<file path="config.mk">
export PLATFORM = sky130hd
export DESIGN_NAME = uart_reg_arbiter_flat
export DESIGN_NICKNAME = d
export VERILOG_FILES = /design/src/rtl/uart_reg_arbiter_if.sv /design/src/rtl/uart_reg_arbiter.sv /design/src/flat_wrapper.sv
export SDC_FILE = /design/constraint.sdc
export NUM_CORES = 1
export LEC_CHECK = 0
export CORE_MARGIN = 4
export CORE_UTILIZATION = 42
export DETAILED_ROUTE_END_ITERATION = 10
export GPL_ROUTABILITY_DRIVEN = 0
export GPL_TIMING_DRIVEN = 1
export HOLD_SLACK_MARGIN = 0.06
export PLACE_DENSITY = 0.79
export SYNTH_ARGS = -nofsm -noshare
export SYNTH_HDL_FRONTEND = slang
export SYNTH_SLANG_ARGS = --single-unit
</file>
<file path="constraint.sdc">
create_clock -name clk -period 2.55 [get_ports clk]
set_input_delay 0.51 -clock clk [delete_from_list [all_inputs] [get_ports clk]]
set_output_delay 0.51 -clock clk [all_outputs]
set_load 0.01 [all_outputs]
</file>
<file path="src/rtl/uart_reg_arbiter_if.sv">
// Register-port bundle shared by the two requesters, the arbiter and the UART core.
// Handshake: reqN is a level held with rwN/addrN/wdataN stable until the one-cycle
// ackN. These inputs are sampled only while the arbiter is idle. rdata is valid while
// ack0|ack1 is high.
interface uart_reg_arbiter_if #(
  parameter int B = 7,
  parameter int A = 2
);
  logic       req0, req1;
  logic       rw0, rw1;
  logic [A:0] addr0, addr1;
  logic [B:0] wdata0, wdata1;
  logic       ack0, ack1;
  logic [B:0] rdata;
  logic       busy;
  logic       gnt_id;
  logic       uart_cs;
  logic       uart_nrw;
  logic [A:0] uart_add;
  logic [B:0] uart_din;
  logic [B:0] uart_dout;
  logic [1:0] dbg_state;

  modport slave (
    input  req0, req1, rw0, rw1, addr0, addr1, wdata0, wdata1, uart_dout,
    output ack0, ack1, rdata, busy, gnt_id, uart_cs, uart_nrw, uart_add, uart_din,
           dbg_state
  );

  modport master (
    output req0, req1, rw0, rw1, addr0, addr1, wdata0, wdata1, uart_dout,
    input  ack0, ack1, rdata, busy, gnt_id, uart_cs, uart_nrw, uart_add, uart_din,
           dbg_state
  );
endinterface

</file>
<file path="src/rtl/uart_reg_arbiter.sv">
// Round-robin arbiter sharing the UART register port between the CPU bridge (port 0)
// and the TX/RX pump (port 1); one access in flight, all UART-side outputs registered.
module uart_reg_arbiter #(
  parameter int B      = 7,
  parameter int A      = 2,
  parameter int RD_LAT = 1
) (
  input logic              clk,
  input logic              reset,
  uart_reg_arbiter_if.slave bus
);

  localparam logic [1:0] S_IDLE  = 2'd0;
  localparam logic [1:0] S_ISSUE = 2'd1;
  localparam logic [1:0] S_WAIT  = 2'd2;
  localparam logic [1:0] S_DONE  = 2'd3;

  localparam logic [3:0] CNT_LOAD = 4'(RD_LAT - 1);

  if (RD_LAT < 1 || RD_LAT > 15) begin : g_rd_lat_check
    $error("uart_reg_arbiter: RD_LAT must be in 1..15");
  end

  logic [1:0] state_q, state_d;
  logic [3:0] cnt_q, cnt_d;
  logic       last_q, last_d;
  logic       gnt_q, gnt_d;
  logic       rw_q, rw_d;
  logic       cs_q, cs_d;
  logic       nrw_q, nrw_d;
  logic [A:0] add_q, add_d;
  logic [B:0] din_q, din_d;
  logic [B:0] rdata_q, rdata_d;
  logic       ack0_q, ack0_d;
  logic       ack1_q, ack1_d;
  logic       win;
  logic       win_rw;

  always_comb begin
    // On a tie the port that did not win last time gets the grant.
    win     = (bus.req0 && bus.req1) ? ~last_q : bus.req1;
    win_rw  = win ? bus.rw1 : bus.rw0;
    state_d = state_q;
    cnt_d   = cnt_q;
    last_d  = last_q;
    gnt_d   = gnt_q;
    rw_d    = rw_q;
    cs_d    = cs_q;
    nrw_d   = nrw_q;
    add_d   = add_q;
    din_d   = din_q;
    rdata_d = rdata_q;
    ack0_d  = 1'b0;
    ack1_d  = 1'b0;
    case (state_q)
      S_IDLE: begin
        if (bus.req0 || bus.req1) begin
          gnt_d   = win;
          last_d  = win;
          rw_d    = win_rw;
          add_d   = win ? bus.addr1 : bus.addr0;
          din_d   = win ? bus.wdata1 : bus.wdata0;
          cs_d    = 1'b1;
          nrw_d   = win_rw;
          state_d = S_ISSUE;
        end
      end
      S_ISSUE: begin
        nrw_d   = 1'b0;
        cnt_d   = CNT_LOAD;
        state_d = S_WAIT;
      end
      S_WAIT: begin
        if (cnt_q == 4'd0) begin
          if (!rw_q) begin
            rdata_d = bus.uart_dout;
          end
          cs_d    = 1'b0;
          ack0_d  = ~gnt_q;
          ack1_d  = gnt_q;
          state_d = S_DONE;
        end else begin
          cnt_d = cnt_q - 4'd1;
        end
      end
      S_DONE: begin
        state_d = S_IDLE;
      end
      default: begin
        state_d = S_IDLE;
      end
    endcase
  end

  always_ff @(posedge clk or negedge reset) begin
    if (!reset) begin
      state_q <= S_IDLE;
      cnt_q   <= 4'd0;
      last_q  <= 1'b1;
      gnt_q   <= 1'b0;
      rw_q    <= 1'b0;
      cs_q    <= 1'b0;
      nrw_q   <= 1'b0;
      add_q   <= '0;
      din_q   <= '0;
      rdata_q <= '0;
      ack0_q  <= 1'b0;
      ack1_q  <= 1'b0;
    end else begin
      state_q <= state_d;
      cnt_q   <= cnt_d;
      last_q  <= last_d;
      gnt_q   <= gnt_d;
      rw_q    <= rw_d;
      cs_q    <= cs_d;
      nrw_q   <= nrw_d;
      add_q   <= add_d;
      din_q   <= din_d;
      rdata_q <= rdata_d;
      ack0_q  <= ack0_d;
      ack1_q  <= ack1_d;
    end
  end

  assign bus.ack0      = ack0_q;
  assign bus.ack1      = ack1_q;
  assign bus.rdata     = rdata_q;
  assign bus.busy      = (state_q != S_IDLE);
  assign bus.gnt_id    = gnt_q;
  assign bus.uart_cs   = cs_q;
  assign bus.uart_nrw  = nrw_q;
  assign bus.uart_add  = add_q;
  assign bus.uart_din  = din_q;
  assign bus.dbg_state = state_q;

endmodule

</file>
<file path="src/flat_wrapper.sv">
// flat-port wrapper written by rule: the top's interface ports become plain ports
module uart_reg_arbiter_flat 
#(
  parameter int B      = 7,
  parameter int A      = 2,
  parameter int RD_LAT = 1
)
  (clk, reset, bus_req0, bus_req1, bus_rw0, bus_rw1, bus_addr0, bus_addr1, bus_wdata0, bus_wdata1, bus_uart_dout, bus_ack0, bus_ack1, bus_rdata, bus_busy, bus_gnt_id, bus_uart_cs, bus_uart_nrw, bus_uart_add, bus_uart_din, bus_dbg_state);
  uart_reg_arbiter_if #(.B(B), .A(A)) bus_i ();
  input logic clk;
  input logic reset;
  input wire logic [$bits(bus_i.req0)-1:0] bus_req0;
  input wire logic [$bits(bus_i.req1)-1:0] bus_req1;
  input wire logic [$bits(bus_i.rw0)-1:0] bus_rw0;
  input wire logic [$bits(bus_i.rw1)-1:0] bus_rw1;
  input wire logic [$bits(bus_i.addr0)-1:0] bus_addr0;
  input wire logic [$bits(bus_i.addr1)-1:0] bus_addr1;
  input wire logic [$bits(bus_i.wdata0)-1:0] bus_wdata0;
  input wire logic [$bits(bus_i.wdata1)-1:0] bus_wdata1;
  input wire logic [$bits(bus_i.uart_dout)-1:0] bus_uart_dout;
  output wire logic [$bits(bus_i.ack0)-1:0] bus_ack0;
  output wire logic [$bits(bus_i.ack1)-1:0] bus_ack1;
  output wire logic [$bits(bus_i.rdata)-1:0] bus_rdata;
  output wire logic [$bits(bus_i.busy)-1:0] bus_busy;
  output wire logic [$bits(bus_i.gnt_id)-1:0] bus_gnt_id;
  output wire logic [$bits(bus_i.uart_cs)-1:0] bus_uart_cs;
  output wire logic [$bits(bus_i.uart_nrw)-1:0] bus_uart_nrw;
  output wire logic [$bits(bus_i.uart_add)-1:0] bus_uart_add;
  output wire logic [$bits(bus_i.uart_din)-1:0] bus_uart_din;
  output wire logic [$bits(bus_i.dbg_state)-1:0] bus_dbg_state;
  assign bus_i.req0 = bus_req0;
  assign bus_i.req1 = bus_req1;
  assign bus_i.rw0 = bus_rw0;
  assign bus_i.rw1 = bus_rw1;
  assign bus_i.addr0 = bus_addr0;
  assign bus_i.addr1 = bus_addr1;
  assign bus_i.wdata0 = bus_wdata0;
  assign bus_i.wdata1 = bus_wdata1;
  assign bus_i.uart_dout = bus_uart_dout;
  assign bus_ack0 = bus_i.ack0;
  assign bus_ack1 = bus_i.ack1;
  assign bus_rdata = bus_i.rdata;
  assign bus_busy = bus_i.busy;
  assign bus_gnt_id = bus_i.gnt_id;
  assign bus_uart_cs = bus_i.uart_cs;
  assign bus_uart_nrw = bus_i.uart_nrw;
  assign bus_uart_add = bus_i.uart_add;
  assign bus_uart_din = bus_i.uart_din;
  assign bus_dbg_state = bus_i.dbg_state;
  uart_reg_arbiter #(.B(B), .A(A), .RD_LAT(RD_LAT)) u_core (.clk(clk), .reset(reset), .bus(bus_i));
endmodule
</file>
==> reports/results.tsv, run 1 <==
stage	metric	value	unit
synth	avgSynthCellArea	10.5	um2
cts	htreeDepth	2	
cts	cts_tree	built	
global_routing	antenna_found_initial	0	
die	io_pins	63	
worst_setup_path	critPathRequiredTime	2.04	ns
die	initial_core_util	44.6	%
worst_setup_path	r2r-start	u_core.cnt_q[0]	
cells_and_area	drive_above_1_share	11.4	%
cts	cts-root-buf	clkbuf_4	
die	fp.dieH	68.2	um
timing	max_slew_margin	64.2	%
synth	syn_inst	145	
global_routing	grt_max_degree	33	
worst_setup_path	critPathKind	flip-flop to primary output	
hold_path	min_from	u_core.bus.gnt_id	
cts	cts_sinks	32	
timing	tns	0	ns
worst_setup_path	worstSetupEndpointType	primary output	
global_routing	grt_overflow_total	0	
die	rows	21	
timing	clock_skew	0.00864	ns
pwr	vdd_ir_drop_max	0.507	mV
cells_and_area	final_nets	251	
timing	setup_viol_count_final	0	
cells_and_area	diodes	0	
detailed_routing	drc	0	
detailed_routing	routed_wl	3.74	mm
timing	finalCriticalPeriod	2.27	ns
timing	fmax	0.441	GHz
global_routing	grt_pass1_wl	6.19	mm
synth	syn_area	0.00152	mm2
hold_path	hp-class	flip-flop to flip-flop	
die	die_area	0.00465	mm2
cts	clock_path_buffers	2	
worst_setup_path	startpoint	u_core.bus.dbg_state[0]	
synth	yosysSeqAreaShare	52.7	%
cts	cts_buffers	5	
cells_and_area	final_common_cell	clkdlybuf4s50_1	
worst_setup_path	cp-start-kind	flip-flop	
timing	finalCritPeriodShare	88.9	%
detailed_routing	dr.pass1.iters	4	
cts	path_clk_slew	0.09	ns
worst_setup_path	cp_max_fo	7	
synth	ys_types	34	
cts	postCtsSetupBuffers	0	
die	core	0.00342	mm2
worst_setup_path	r2r_end	u_core.bus.rdata[3]	
hold_path	hold_depth	1	
placed_design	dp_slack	0.411	ns
detailed_routing	via_per_inst	5.16	
placed_design	port_buffers	62	
die	dieWidth	68.2	um
timing	rsz0062_at_grt	no	
synth	synth_seq_cells	32	
detailed_routing	drtIter0Drc	48	
cells_and_area	syn_to_final_growth	46.8	%
cts	ctsResizeCount	0	
timing	fin_ws	0.283	ns
cts	ctsHoldBuffers	0	
worst_setup_path	crit_arrival	1.76	ns
detailed_routing	num_vias	1320	
global_routing	grt_usage	18.2	%
pwr	leakage	0.979	nW
detailed_routing	wl_per_cell	14.6	um
worst_setup_path	ff2ff_setup_slack	0.40	ns
synth	synth-warning-count	0	
placed_design	dp_hpwl	2.87	mm
worst_setup_path	worst_r2r_path_depth	5	
timing	final_hold_viol_count	0	
run_status	status	completed	
cts	clk_latency	0.33	ns
pwr	powerDensity	1140	mW/mm2
flow_run	cap_violations	0	
hold_path	min_to	u_core.bus.ack0	
global_routing	grt_pass1_vias	1382	
cells_and_area	final_cell_mix	clkdlybuf4s50_1 (62), dfrtp_1 (31), a21oi_1 (26)	
pwr	total_power	2.54	mW
timing	report.final.slew_viol_count	0	
synth	syn-num-nets	186	
detailed_routing	drtAntennaViolNets	0	
timing	max_slew.worst_pin.slew	0.537	ns
[sequential cells by signal, indices dropped and copies added, names as in the netlist, 2 cells and up]
name	count
u_core.bus.uart_din	8
u_core.bus.rdata	8
u_core.bus.uart_add	3
u_core.cnt_q	4
u_core.bus.dbg_state	2
[stage by stage]
step                hold slack, ns  cells  util (%)  area [um2]
finish                       0.467    256      65.5        2240
global placement             0.445    249      64.1        2190
global route                 0.498    256      65.5        2240
CTS                          0.478    256      65.5        2240
detailed placement           0.465    249      64.1        2190
floorplan                    0.214    145         -        1520
[layout make-up]
type | count | area (um2)
fillers | 296 | 1180
flip-flops and latches | 32 | 802
multi-input cells | 100 | 664
repair buffers | 65 | 643
well taps | 46 | 57.6
clock buffers | 6 | 41.3
inverters | 6 | 22.5
clock inverters | 1 | 5.00
[per-layer routing]
metal	GRT usage (%)	routed length, um
met3	9.03	432
met5	0	0
met1	20.1	1470
met4	5.96	47
met2	30.4	1800
[kinds of logic after synthesis]
family                     synth area share (%)
and+or+nand+nor                            14.8
muxes                                      8.63
buffers and inverters                      3.70
DFF                                        52.7
AOI/OAI and AO/OA                          16.1
adders and majority gates                  4.11
[critical path: stages (launching register included)]
cell and delay, ns:
dfrtp_1 0.41, inv_1 0.10, ha_1 0.29, inv_1 0.10
clkdlybuf4s50_1 0.54
[cell usage after synthesis]
master	count	share of area [%]
dfrtp_1	31	51
a21oi_1	26	8.5
nand2_1	15	3.7
nor2_1	15	3.7
mux2_4	8	7.9
clkbuf_1	6	1.5
inv_1	6	1.5
ha_1	5	4.1
o21ai_0	5	1.6
nor3b_1	3	1.5
a31oi_1	2	0.82
a21bo_2	1	0.66
a21boi_0	1	0.49
a32oi_1	1	0.58
and2b_2	1	0.58
and3b_2	1	0.66
buf_6	1	0.74
dfstp_2	1	1.7
mux2_2	1	0.74
nand2b_1	1	0.41
nand3_1	1	0.33
nand3b_1	1	0.49
nand4b_1	1	0.58
nand4bb_1	1	0.74
nor3_1	1	0.33
o21a_1	1	0.49
o21ba_2	1	0.66
o22a_1	1	0.58
o22ai_1	1	0.41
o2bb2ai_1	1	0.58
o32a_1	1	0.66
or2b_1	1	0.49
or3b_1	1	0.58
or3b_4	1	0.74
[worst max-delay path by stage]
stage                                to  slack [ns]  cells after the start
finish                         bus_busy        0.28                      4
global route                   bus_busy        0.17                      4
CTS                            bus_busy        0.27                      4
detailed placement  u_core.bus.rdata[3]        0.41                      5
global placement    u_core.bus.rdata[2]        0.48                      5
floorplan           u_core.bus.rdata[0]        0.63                      6
[where the power goes]
part | switching, mW | total, mW | internal, mW | leakage (nW)
logic | 0.596 | 1.37 | 0.770 | 0.575
clock network | 0.163 | 0.264 | 0.101 | 0.0281
registers | 0.155 | 0.913 | 0.758 | 0.376
total | 0.914 | 2.54 | 1.63 | 0.979
Power figures use the tool's default switching activity.
==> inputs of run 2 (changes only) <==
--- a/config.mk
+++ b/config.mk
@@ -6,12 +6,12 @@
 export NUM_CORES = 1
 export LEC_CHECK = 0
 export CORE_MARGIN = 4
-export CORE_UTILIZATION = 42
+export CORE_UTILIZATION = 46
 export DETAILED_ROUTE_END_ITERATION = 10
 export GPL_ROUTABILITY_DRIVEN = 0
 export GPL_TIMING_DRIVEN = 1
 export HOLD_SLACK_MARGIN = 0.06
-export PLACE_DENSITY = 0.79
+export PLACE_DENSITY = 0.85
 export SYNTH_ARGS = -nofsm -noshare
 export SYNTH_HDL_FRONTEND = slang
 export SYNTH_SLANG_ARGS = --single-unit
==> constraint.sdc (replaced) <==
create_clock -name clk -period 2.87 [get_ports clk]
set_input_delay 0.574 -clock clk [delete_from_list [all_inputs] [get_ports clk]]
set_output_delay 0.574 -clock clk [all_outputs]
set_load 0.01 [all_outputs]
==> run 2 against run 1 <==
Power shrank 10%. Critical path depth did not move. Clock power shrank 8.7%. Register-to-register slack better by 0.31 ns. Sequential cell count unchanged. Global-route usage increased by 2.0 points. Die area decreased by 7.7%. Setup slack better by 0.24 ns. Design area about the same. Utilization is 6.6 points higher. First-iteration DRC count shrank 21%. Highest routed layer unchanged.
==> reports/results.tsv, run 2 (same netlist as run 1, synthesis figures left out) <==
stage	metric	value	unit	change
timing	report.final.slew_viol_count	0		unchanged
timing	tns	0	ns	unchanged
timing	fmax	0.426	GHz	
detailed_routing	wl_per_cell	15.6	um	was 14.6 um
global_routing	grt_overflow_total	0		unchanged
die	io_pins	63		unchanged
hold_path	hp-class	flip-flop to flip-flop		unchanged
timing	final_hold_viol_count	0		unchanged
worst_setup_path	worstSetupEndpointType	primary output		unchanged
cts	path_clk_slew	0.11	ns	was 0.09 ns
die	dieWidth	65.5	um	was 68.2 um
detailed_routing	via_per_inst	5.27		was 5.16
cells_and_area	diodes	0		unchanged
cts	clock_path_buffers	2		unchanged
global_routing	grt_usage	20.2	%	was 18.2%
placed_design	dp_slack	0.718	ns	was 0.411 ns
cts	cts_sinks	32		unchanged
die	rows	20		was 21
worst_setup_path	cp_max_fo	7		unchanged
detailed_routing	drtIter0Drc	38		was 48
die	core	0.00310	mm2	was 0.00342 mm2
pwr	leakage	0.980	nW	was 0.979 nW
cells_and_area	final_nets	251		unchanged
cts	cts_buffers	5		unchanged
cts	postCtsSetupBuffers	0		unchanged
worst_setup_path	critPathKind	flip-flop to primary output		unchanged
flow_run	cap_violations	0		unchanged
detailed_routing	num_vias	1345		was 1320
timing	rsz0062_at_grt	no		unchanged
placed_design	dp_hpwl	3.06	mm	was 2.87 mm
global_routing	grt_pass1_wl	6.53	mm	was 6.19 mm
timing	fin_ws	0.523	ns	was 0.283 ns
die	initial_core_util	49.1	%	was 44.6%
die	die_area	0.00429	mm2	was 0.00465 mm2
detailed_routing	drtAntennaViolNets	0		unchanged
run_status	status	completed		unchanged
pwr	powerDensity	1020	mW/mm2	was 1140 mW/mm2
cts	ctsResizeCount	0		unchanged
cts	cts_tree	built		unchanged
timing	max_slew.worst_pin.slew	0.584	ns	was 0.537 ns
timing	max_slew_margin	61.0	%	was 64.2%
cts	cts-root-buf	clkbuf_4		unchanged
die	fp.dieH	65.5	um	was 68.2 um
worst_setup_path	critPathRequiredTime	2.30	ns	was 2.04 ns
cts	htreeDepth	2		unchanged
timing	clock_skew	0.0212	ns	was 0.00864 ns
detailed_routing	drc	0		unchanged
cells_and_area	syn_to_final_growth	46.9	%	was 46.8%
pwr	vdd_ir_drop_max	0.562	mV	was 0.507 mV
cells_and_area	final_cell_mix	clkdlybuf4s50_1 (62), dfrtp_1 (31), a21oi_1 (26)		unchanged
worst_setup_path	crit_arrival	1.77	ns	was 1.76 ns
cts	ctsHoldBuffers	0		unchanged
global_routing	antenna_found_initial	0		unchanged
global_routing	grt_pass1_vias	1436		was 1382
worst_setup_path	cp-start-kind	flip-flop		unchanged
timing	finalCritPeriodShare	81.8	%	
timing	setup_viol_count_final	0		unchanged
global_routing	grt_max_degree	33		unchanged
detailed_routing	routed_wl	3.97	mm	was 3.74 mm
timing	finalCriticalPeriod	2.35	ns	
cells_and_area	drive_above_1_share	11.4	%	about the same
placed_design	port_buffers	62		unchanged
cts	clk_latency	0.34	ns	was 0.33 ns
detailed_routing	dr.pass1.iters	4		unchanged
cells_and_area	final_common_cell	clkdlybuf4s50_1		unchanged
## run 2: changes by cell type in the layout (fill, tap and decap cells not counted)
cell	previous run	this run
clkbuf_1	1	2
## run 2: where the power goes
part / switching [mW] / leakage [nW] / internal [mW]
Sequential: 0.139 / 0.376 / 0.673
Clock: 0.146 / 0.0293 / 0.0953
Combinational: 0.540 / 0.575 / 0.683
Total: 0.825 / 0.980 / 1.45
## run 2: critical path, cell delays in order, from the launching register on
cell and delay (ns):
dfrtp_1 0.42, inv_1 0.10, ha_1 0.27, inv_1 0.10
clkdlybuf4s50_1 0.54
## run 2: cell type report
cell class / instances / area (um2)
Fill cell: 256 / 866
Sequential cell: 32 / 802
Tap cell: 44 / 55.1
Timing Repair Buffer: 65 / 643
Inverter: 6 / 22.5
Clock buffer: 7 / 45.0
Clock inverter: 1 / 5.00
Multi-Input combinational cell: 100 / 664
## run 2: worst paths after layout
| kind | startpoint | slack, ns | depth (start not counted) | end |
|---|---|---|---|---|
| max | u_core.bus.dbg_state[0] | 0.52 | 4 | bus_busy |
| min in group asynchronous | reset | 0.61 | 2 | u_core.bus.uart_cs |
| max in group asynchronous | reset | 1.93 | 2 | u_core.last_q |
| max reg2reg | u_core.cnt_q[0] | 0.71 | 5 | u_core.bus.rdata[2] |
| min reg2reg | u_core.bus.gnt_id | 0.48 | 1 | u_core.bus.ack0 |
| min | u_core.bus.gnt_id | 0.48 | 1 | u_core.bus.ack0 |
## run 2: metrics by stage
step                total power [mW]  instance area [um2]  util, %  instances  hold slack (ns)
finish                          2.28                 2240     72.1        255            0.475
global route                    2.45                 2240     72.1        255            0.491
CTS                             2.29                 2240     72.1        255            0.485
detailed placement              2.05                 2190     70.5        247            0.471
global placement                1.98                 2190     70.5        247            0.448
floorplan                       1.46                 1520        -        145            0.278
## run 2: layer usage
layer	track usage [%]	share of wire, %
met3	6.84	8.2
met1	22.4	41
met5	0	0
met2	35.1	49
met4	8.55	2.0
